===== src/rtl/maquina_pkg.sv =====
// Shared types and constants for the vending machine blocks.
// Used by dispensador_fsm; the milk stage is gated by DISPENSADOR_LECHE_EN.
package maquina_pkg;

  typedef enum logic [1:0] {
    SEL_NINGUNA = 2'b00,
    SEL_NEGRO   = 2'b01,
    SEL_LECHE   = 2'b10,
    SEL_CAPU    = 2'b11
  } seleccion_t;

  typedef enum logic [2:0] {
    IDLE,
    VERIFICAR,
    VASO,
    CAFE,
    AGUA,
    LECHE,
    LISTO
  } estado_t;

  localparam int PRECIO_NEGRO = 3;
  localparam int PRECIO_LECHE = 5;
  localparam int PRECIO_CAPU  = 7;

  // Milk stage length in units of one dispensing step
  localparam int MULT_LECHE_NEGRO = 0;
  localparam int MULT_LECHE_LECHE = 1;
  localparam int MULT_LECHE_CAPU  = 2;

  function automatic int precio(input seleccion_t sel);
    case (sel)
      SEL_NEGRO: return PRECIO_NEGRO;
      SEL_LECHE: return PRECIO_LECHE;
      SEL_CAPU:  return PRECIO_CAPU;
      default:   return 0;
    endcase
  endfunction

  function automatic int mult_leche(input seleccion_t sel);
    case (sel)
      SEL_LECHE: return MULT_LECHE_LECHE;
      SEL_CAPU:  return MULT_LECHE_CAPU;
      default:   return MULT_LECHE_NEGRO;
    endcase
  endfunction

endpackage


===== src/rtl/dispensador_fsm_temporizador.sv =====
// Loadable step down-counter; fin is high while the count has reached zero.
module temporizador_pasos #(
  parameter int CNT_W = 4
) (
  input  logic             clk,
  input  logic             rst_n,
  input  logic             carga,
  input  logic [CNT_W-1:0] duracion,
  output logic             fin
);

  logic [CNT_W-1:0] cuenta;

  always_ff @(posedge clk or negedge rst_n) begin
    if (!rst_n) begin
      cuenta <= '0;
    end else if (carga) begin
      cuenta <= duracion;
    end else if (cuenta != '0) begin
      cuenta <= cuenta - 1'b1;
    end
  end

  assign fin = (cuenta == '0);

endmodule


===== src/rtl/dispensador_fsm.sv =====
// Drink dispensing controller: verifies payment, sequences actuators, reports change.
// Define DISPENSADOR_LECHE_EN to build the milk stage (selections 10 and 11).
module dispensador_fsm
  import maquina_pkg::*;
#(
  parameter int SALDO_W    = 4,
  parameter int TICKS_PASO = 50
) (
  input  logic               clk,
  input  logic               rst_n,
  input  logic [SALDO_W-1:0] Saldo,
  input  logic [1:0]         Seleccion,
  input  logic               Pedir,
  output logic               Aceptada,
  output logic               Rechazo,
  output logic               Vaso,
  output logic               Cafe,
  output logic               Agua,
  output logic               Leche,
  output logic               Listo,
  output logic [SALDO_W-1:0] Vuelto,
  output logic               Ocupado
);

  localparam int CNT_W = $clog2(2 * TICKS_PASO + 1);
  // The timer is loaded with duration-1 so that fin marks the last cycle of a step
  localparam logic [CNT_W-1:0] PASO       = CNT_W'(TICKS_PASO - 1);
  localparam logic [CNT_W-1:0] PASO_LECHE = CNT_W'(MULT_LECHE_LECHE * TICKS_PASO - 1);
  localparam logic [CNT_W-1:0] PASO_CAPU  = CNT_W'(MULT_LECHE_CAPU * TICKS_PASO - 1);

  estado_t            estado;
  seleccion_t         sel_q;
  logic [SALDO_W-1:0] saldo_q;
  logic               pedir_q;
  logic               flanco;
  logic               sel_servible;
  logic               cubre;
  logic [SALDO_W-1:0] precio_sel;
  logic               carga;
  logic [CNT_W-1:0]   duracion;
  logic               fin;

  assign flanco     = Pedir & ~pedir_q;
  assign precio_sel = SALDO_W'(precio(sel_q));
  assign cubre      = (saldo_q >= precio_sel);

`ifdef DISPENSADOR_LECHE_EN
  logic leche_r;
  assign sel_servible = (sel_q != SEL_NINGUNA);
  assign Leche        = leche_r;
`else
  assign sel_servible = (sel_q == SEL_NEGRO);
  assign Leche        = 1'b0;
`endif

  // Reload the step timer on every state entry with the length of the next step
  always_comb begin
    carga    = 1'b0;
    duracion = PASO;
    case (estado)
      VERIFICAR: carga = 1'b1;
      VASO, CAFE: carga = fin;
      AGUA: begin
        carga = fin;
        if (sel_q == SEL_CAPU) begin
          duracion = PASO_CAPU;
        end else if (sel_q == SEL_LECHE) begin
          duracion = PASO_LECHE;
        end
      end
      default: carga = 1'b0;
    endcase
  end

  temporizador_pasos #(
    .CNT_W(CNT_W)
  ) u_temporizador (
    .clk     (clk),
    .rst_n   (rst_n),
    .carga   (carga),
    .duracion(duracion),
    .fin     (fin)
  );

  always_ff @(posedge clk or negedge rst_n) begin
    if (!rst_n) begin
      estado   <= IDLE;
      sel_q    <= SEL_NINGUNA;
      saldo_q  <= '0;
      pedir_q  <= 1'b0;
      Aceptada <= 1'b0;
      Rechazo  <= 1'b0;
      Vaso     <= 1'b0;
      Cafe     <= 1'b0;
      Agua     <= 1'b0;
      Listo    <= 1'b0;
      Vuelto   <= '0;
      Ocupado  <= 1'b0;
`ifdef DISPENSADOR_LECHE_EN
      leche_r  <= 1'b0;
`endif
    end else begin
      pedir_q  <= Pedir;
      Aceptada <= 1'b0;
      Rechazo  <= 1'b0;
      Listo    <= 1'b0;
      case (estado)
        IDLE: begin
          if (flanco && (Seleccion != 2'b00)) begin
            sel_q   <= seleccion_t'(Seleccion);
            saldo_q <= Saldo;
            Ocupado <= 1'b1;
            estado  <= VERIFICAR;
          end
        end
        VERIFICAR: begin
          if (sel_servible && cubre) begin
            Vuelto   <= saldo_q - precio_sel;
            Aceptada <= 1'b1;
            Vaso     <= 1'b1;
            estado   <= VASO;
          end else begin
            Rechazo <= 1'b1;
            Ocupado <= 1'b0;
            estado  <= IDLE;
          end
        end
        VASO: begin
          if (fin) begin
            Vaso   <= 1'b0;
            Cafe   <= 1'b1;
            estado <= CAFE;
          end
        end
        CAFE: begin
          if (fin) begin
            Cafe   <= 1'b0;
            Agua   <= 1'b1;
            estado <= AGUA;
          end
        end
        AGUA: begin
          if (fin) begin
            Agua <= 1'b0;
`ifdef DISPENSADOR_LECHE_EN
            if (sel_q != SEL_NEGRO) begin
              leche_r <= 1'b1;
              estado  <= LECHE;
            end else begin
              Listo  <= 1'b1;
              estado <= LISTO;
            end
`else
            Listo  <= 1'b1;
            estado <= LISTO;
`endif
          end
        end
`ifdef DISPENSADOR_LECHE_EN
        LECHE: begin
          if (fin) begin
            leche_r <= 1'b0;
            Listo   <= 1'b1;
            estado  <= LISTO;
          end
        end
`endif
        LISTO: begin
          Ocupado <= 1'b0;
          estado  <= IDLE;
        end
        default: begin
          Vaso    <= 1'b0;
          Cafe    <= 1'b0;
          Agua    <= 1'b0;
          Ocupado <= 1'b0;
          estado  <= IDLE;
        end
      endcase
    end
  end

endmodule


===== config.mk =====
export PLATFORM = sky130hd
export DESIGN_NAME = dispensador_fsm
export DESIGN_NICKNAME = d
export VERILOG_FILES = /design/src/rtl/maquina_pkg.sv /design/src/rtl/dispensador_fsm_temporizador.sv /design/src/rtl/dispensador_fsm.sv
export SDC_FILE = /design/constraint.sdc
export NUM_CORES = 1
export LEC_CHECK = 0
export ABC_AREA = 1
export BUFFER_PORTS_ARGS = -buffer_cell sky130_fd_sc_hd__buf_2
export CORE_MARGIN = 4
export CORE_UTILIZATION = 56
export DETAILED_ROUTE_END_ITERATION = 10
export GPL_TIMING_DRIVEN = 0
export PLACE_DENSITY = 0.83
export SLEW_MARGIN = 15
export SYNTH_ARGS = -nofsm -noshare
export SYNTH_HDL_FRONTEND = slang
export SYNTH_SLANG_ARGS = --single-unit

===== constraint.sdc =====
create_clock -name clk -period 2.1 [get_ports clk]
set_input_delay 0.42 -clock clk [delete_from_list [all_inputs] [get_ports clk]]
set_output_delay 0.42 -clock clk [all_outputs]
set_load 0.1 [all_outputs]

Word level (Yosys, flattened, before mapping)
Cells that the tools add are included.

Add/sub/neg operators: 2. Multipliers: 0. Divide/modulo/power cells: 0. Order comparisons: 1. Eq/ne operators: 14. Shift-type cells: 0. Mux-type cells: 27. Bitwise gates (word level): 6. Reductions and logical operators: 18.

Operators by type and width (number): $mux 7 (4); $pmux 3 s5 (1); $mux 3 (4); $ne 2x2->1 const B (6); $pmux 1 s3 (4); $reduce_and 3->1 (4); $reduce_or 4->1 (3); $mux 1 (11); $pmux 3 s3 (1); $logic_not 7->1 (1); $reduce_bool 7->1 (1); $sub 7x1->7 const B (1); $eq 3x2->1 const B (2); $eq 3x3->1 const B (2); $not 1->1 (5); $eq 2x2->1 const B (2); $ge 4x4->1 (1); $reduce_and 2->1 (2); $reduce_and 4->1 (1); $reduce_bool 2->1 (2); $sub 4x4->4 (1); $eq 3x1->1 const B (1); $logic_not 3->1 (1); $reduce_or 3->1 (1); 5 further kinds (6).

Flip-flop bits (word level): 28. Bits in latches: 0. RAM bits: 0. ROM bits: 0. Output and inout bits: 12. Memories kept: 0.

Longest topological paths before layout
Word-level depth: 6. Depth in mapped cells: 12.

Hierarchy
A second synthesis with hierarchy kept.

Cell total of the unflattened synthesis: 195. Area, all modules: 1587.8 um^2.

Modules (own cells, without submodules): dispensador_fsm (instances 1, cells each 136, area an instance 1104.8 um^2, sequential area each 525.5 um^2); temporizador_pasos (instances 1, cells each 59, area an instance 483.0 um^2, sequential area each 175.2 um^2).

Worst setup path after synthesis
No wires, ideal clock.

Path type: reg-to-reg. From: register sel_q[0]. To: register Ocupado. Library setup time: 122 ps. Data arrival time: 1553 ps. Slack: 425 ps. Cell stages (with the launch flop): 12. Path buffers: 0. Period minus slack after synthesis: 1675 ps. Path through: dfrtp_1 > inv_1 > nand2_1 > ha_1 > inv_1 > fa_1 > nand2_1 > nand3_1 > nand3_4 > nand3_1 > nand2_1 > nand2_1.

Word-level cells in the longest chain between the ends: 6.

Ends and longest elaborated chain: start, declared (RTL line dispensador_fsm.sv:32) `seleccion_t sel_q;`; start signal, assigned (RTL line dispensador_fsm.sv:110) `sel_q <= seleccion_t'(Seleccion);`; $eq 2x2->1 / $eq 2x1->1 (equally long branches) (RTL line maquina_pkg.sv:32, dispensador_fsm.sv:52); $pmux 3 s3 (RTL line maquina_pkg.sv:32) `case (sel)`; $ge 4x4->1 (RTL line dispensador_fsm.sv:45) `assign cubre = (saldo_q >= precio_sel);`; $logic_and 1x1->1 * (RTL line dispensador_fsm.sv:117) `if (sel_servible && cubre) begin`; $ne 2x2->1 (no line) *; $reduce_and 3->1 (no line) *; end signal, assigned (RTL line dispensador_fsm.sv:112) `Ocupado <= 1'b1;`; end signal, assigned (RTL line dispensador_fsm.sv:124) `Ocupado <= 1'b0;`; end signal, assigned (RTL line dispensador_fsm.sv:169) `Ocupado <= 1'b0;`; end, declared (RTL line dispensador_fsm.sv:22) `output logic Ocupado`.

Every way passes the cells marked *; elsewhere a longest branch is shown, timed or not. A chain may end at the register's enable or synchronous reset.

Worst setup path in the final report
Ends and elaborated chain as after synthesis.

==> flow_summary.ini <==
[grt]
grt_overflow = 0
grt_pass1_vias = 1204
grt_antenna_before_repair = 0
track_usage_pct = 18.5
grt_start_max_net_pins = 29
global_route_wire_length_before_repair_um = 5100

[clocking]
tritoncts = built
cts_htree_levels = 1
cts.reportedPaths.clkPinSlew_ns = 0.15
cts.repair_timing.setup_buffer_count = 0
clock-root-buffer = clkbuf_4
clock_insertion_delay_worst_skew_ns = 0.33
cts_inserted_buffers = 3
cts_num_sinks = 28
cts_resized = 0
cts-root-to-sink-buffers = 2
post_cts_hold_buffer_count = 0

[timing]
finalClockSkew_ns = 0.0109
timing.final.ws_setup_ns = 0.229
layout_min_cycle_time_ns = 1.87
setup_total_negative_slack_ns = 0
drv_slew = 0
finalSetupViolCount = 0
finalHoldViolations = 0
timing.slew.headroom_pct = 58.8
grt_setup_unrepaired = no
post-route-period-util_pct = 89.1
timing_limited_maximum_frequency_mhz = 534
hold_ws_ns = 0.0740
timing_worst_slew_pin_value_ns = 0.619

[pwr]
power_density_mw_per_mm2 = 1730
post-layout-total-power_mw = 2.93
ir_drop_uv = 1020
power.leakage_nw = 0.923

[yosys]
synth-xor-area-share_pct = 2.30
largest_family_of_logic_cells_by_synthesized_area = simple AND/OR/NAND/NOR gates
synthDominantAreaCellType = dfrtp_1
synthesis.instances = 179
synth_area_per_cell_um2 = 8.51
synth_compound_gate_area_share_pct = 7.23
yosys.area.top_type_share_pct = 46.0
synth.yosys.seq_area_share_pct = 46.0
yosys.cell_count.top_type = nand2_1
synth_area_leaders = dfrtp_1, nand2_1, inv_1, nand3_1, nor2_1
synth_edf_count = 0
syn-cell-area_mm2 = 0.00152
ys_ff_latch = 28
fraction_of_registers_with_async_set_or_reset_after_synthesis_pct = 100
synth_cell_types = 30
synth_adder_area_share_pct = 4.60
synth.mux.area_fraction_pct = 0
yosysWarningCount = 0
yosys.area_share.simple_pct = 31.6
top_reg_cell_synth = dfrtp_1
netlist_top_cells_count = nand2_1, dfrtp_1, inv_1
synthesis.nets = 193

[run]
cap_viol_max_count = 0

[die]
core_area_mm2 = 0.00254
start_util_pct = 59.8
io_pins = 21
number_of_rows_created_at_floorplan = 18
die-height_um = 60.1
die_x_um = 60.1
die_area_mm2 = 0.00362

[routing]
num_vias = 1200
routed_wl_um = 2940
postRouteAntennaNets = 0
wl_per_cell_um = 12.7
drcViolationCount = 0
vias_per_cell = 5.17
detail_route.iter0.violations = 53
drt-pass1-iter-count = 5

[critical_path]
path_buf_inv = 2
crit_path_start_kind = flop
worstPathRequired_ns = 2.35
worst_path_largest_cell_delay_ns = 0.40
timing.critical_path.mode_cell = nand2_1
cp_cell_sequence = inv_1 -> nand2_1 -> ha_1 -> inv_1 -> fa_1 -> nand2_1 -> nand3_1 -> nand3_4 -> nand3_1 -> nand2_1 -> nand2_1
worstSetupEndpointType = flop
crit_fanout = 10
setup.worst_path.class = reg -> reg
ff2ff_setup_slack_ns = 0.23
worst_path_dominant_cell_family = simple AND/OR/NAND/NOR gates
cpMaxStageDelayCell = fa_1
critical_path_arrival_ns = 2.12

[final_layout]
final_layout_size_suffix_gt1_share_pct = 25.7
insertedDiodeCount = 0
layoutNonFillerInstCount = 232
final_net_count = 217
synthToLayoutAreaGrowth_pct = 11.1
postLayoutCoreUtil_pct = 66.5
layout.cell_area.non_filler_mm2 = 0.00169

[placement]
dp_worst_setup_slack_ns = 0.237
port_buffers = 19
finalWeightedCongestion = 0.783
hpwl_um = 2190
placed_cell_count = 228
detailed_place.area_mm2 = 0.00166

[run_status]
run_status = finished, final reports clean

[hold_path]
worstHoldPathType = in -> async
[per-layer routing]
layer	share of wire, %	track usage (%)	vias to the layer above
met5	0	0	-
met4	1.2	6.33	0
met3	4.3	2.16	5
met2	49	32.6	29
met1	45	23.3	552
li1	-	-	614
[where the power goes]
part / switching, mW / internal [mW]
logic: 1.29 / 0.482
registers: 0.151 / 0.748
clock network: 0.157 / 0.106
[logic make-up (layout without fill, tap and decap cells)]
group,after synthesis,in the layout
buffers and inverters,27,50
DFF,28,28
AOI/OAI and AO/OA,19,19
other,1,1
adders and majority gates,5,5
xor gates and xnor gates,4,4
and+or+nand+nor,95,95
[cell type report]
cell class	instances	area, um2
Tap cell	30	37.5
Fill cell	216	853
Sequential cell	28	701
Clock buffer	4	36.3
Multi-Input combinational cell	124	699
Timing Repair Buffer	19	95.1
Buffer	2	27.5
Inverter	25	95.1
[sequential cells by signal, indices dropped and copies added (netlist names), 2 cells and up]
signal                 cells
Vuelto                     4
estado                     3
saldo_q                    4
sel_q                      2
u_temporizador.cuenta      7
[cells in the final DEF, fill, tap and decap left out, types with 2 or more instances in the layout]
master    count
a21oi_1       5
inv_1        19
xnor2_1       3
nor3_1        3
dfrtp_1      28
nor2_2        5
nand2_2       4
o21ai_1       5
nand2_1      43
buf_2        19
clkbuf_4      3
o21ai_0       5
inv_2         5
nand3_4       2
nor2_1       15
nand3_1      14
nand3b_1      2
ha_1          4
a21oi_2       4
[worst paths after layout]
kind / startpoint / to / depth (start not counted)
worst min register to register: Vaso / Vaso / 2
min in group clk: Pedir / pedir_q / 1
worst min-delay path: rst_n / u_temporizador.cuenta[0] / 1
max in group asynchronous: rst_n / Vuelto[2] / 1
worst max register to register: sel_q[0] / Ocupado / 11
worst max-delay path: sel_q[0] / Ocupado / 11
No activity file was read; power rests on OpenSTA's default activity.
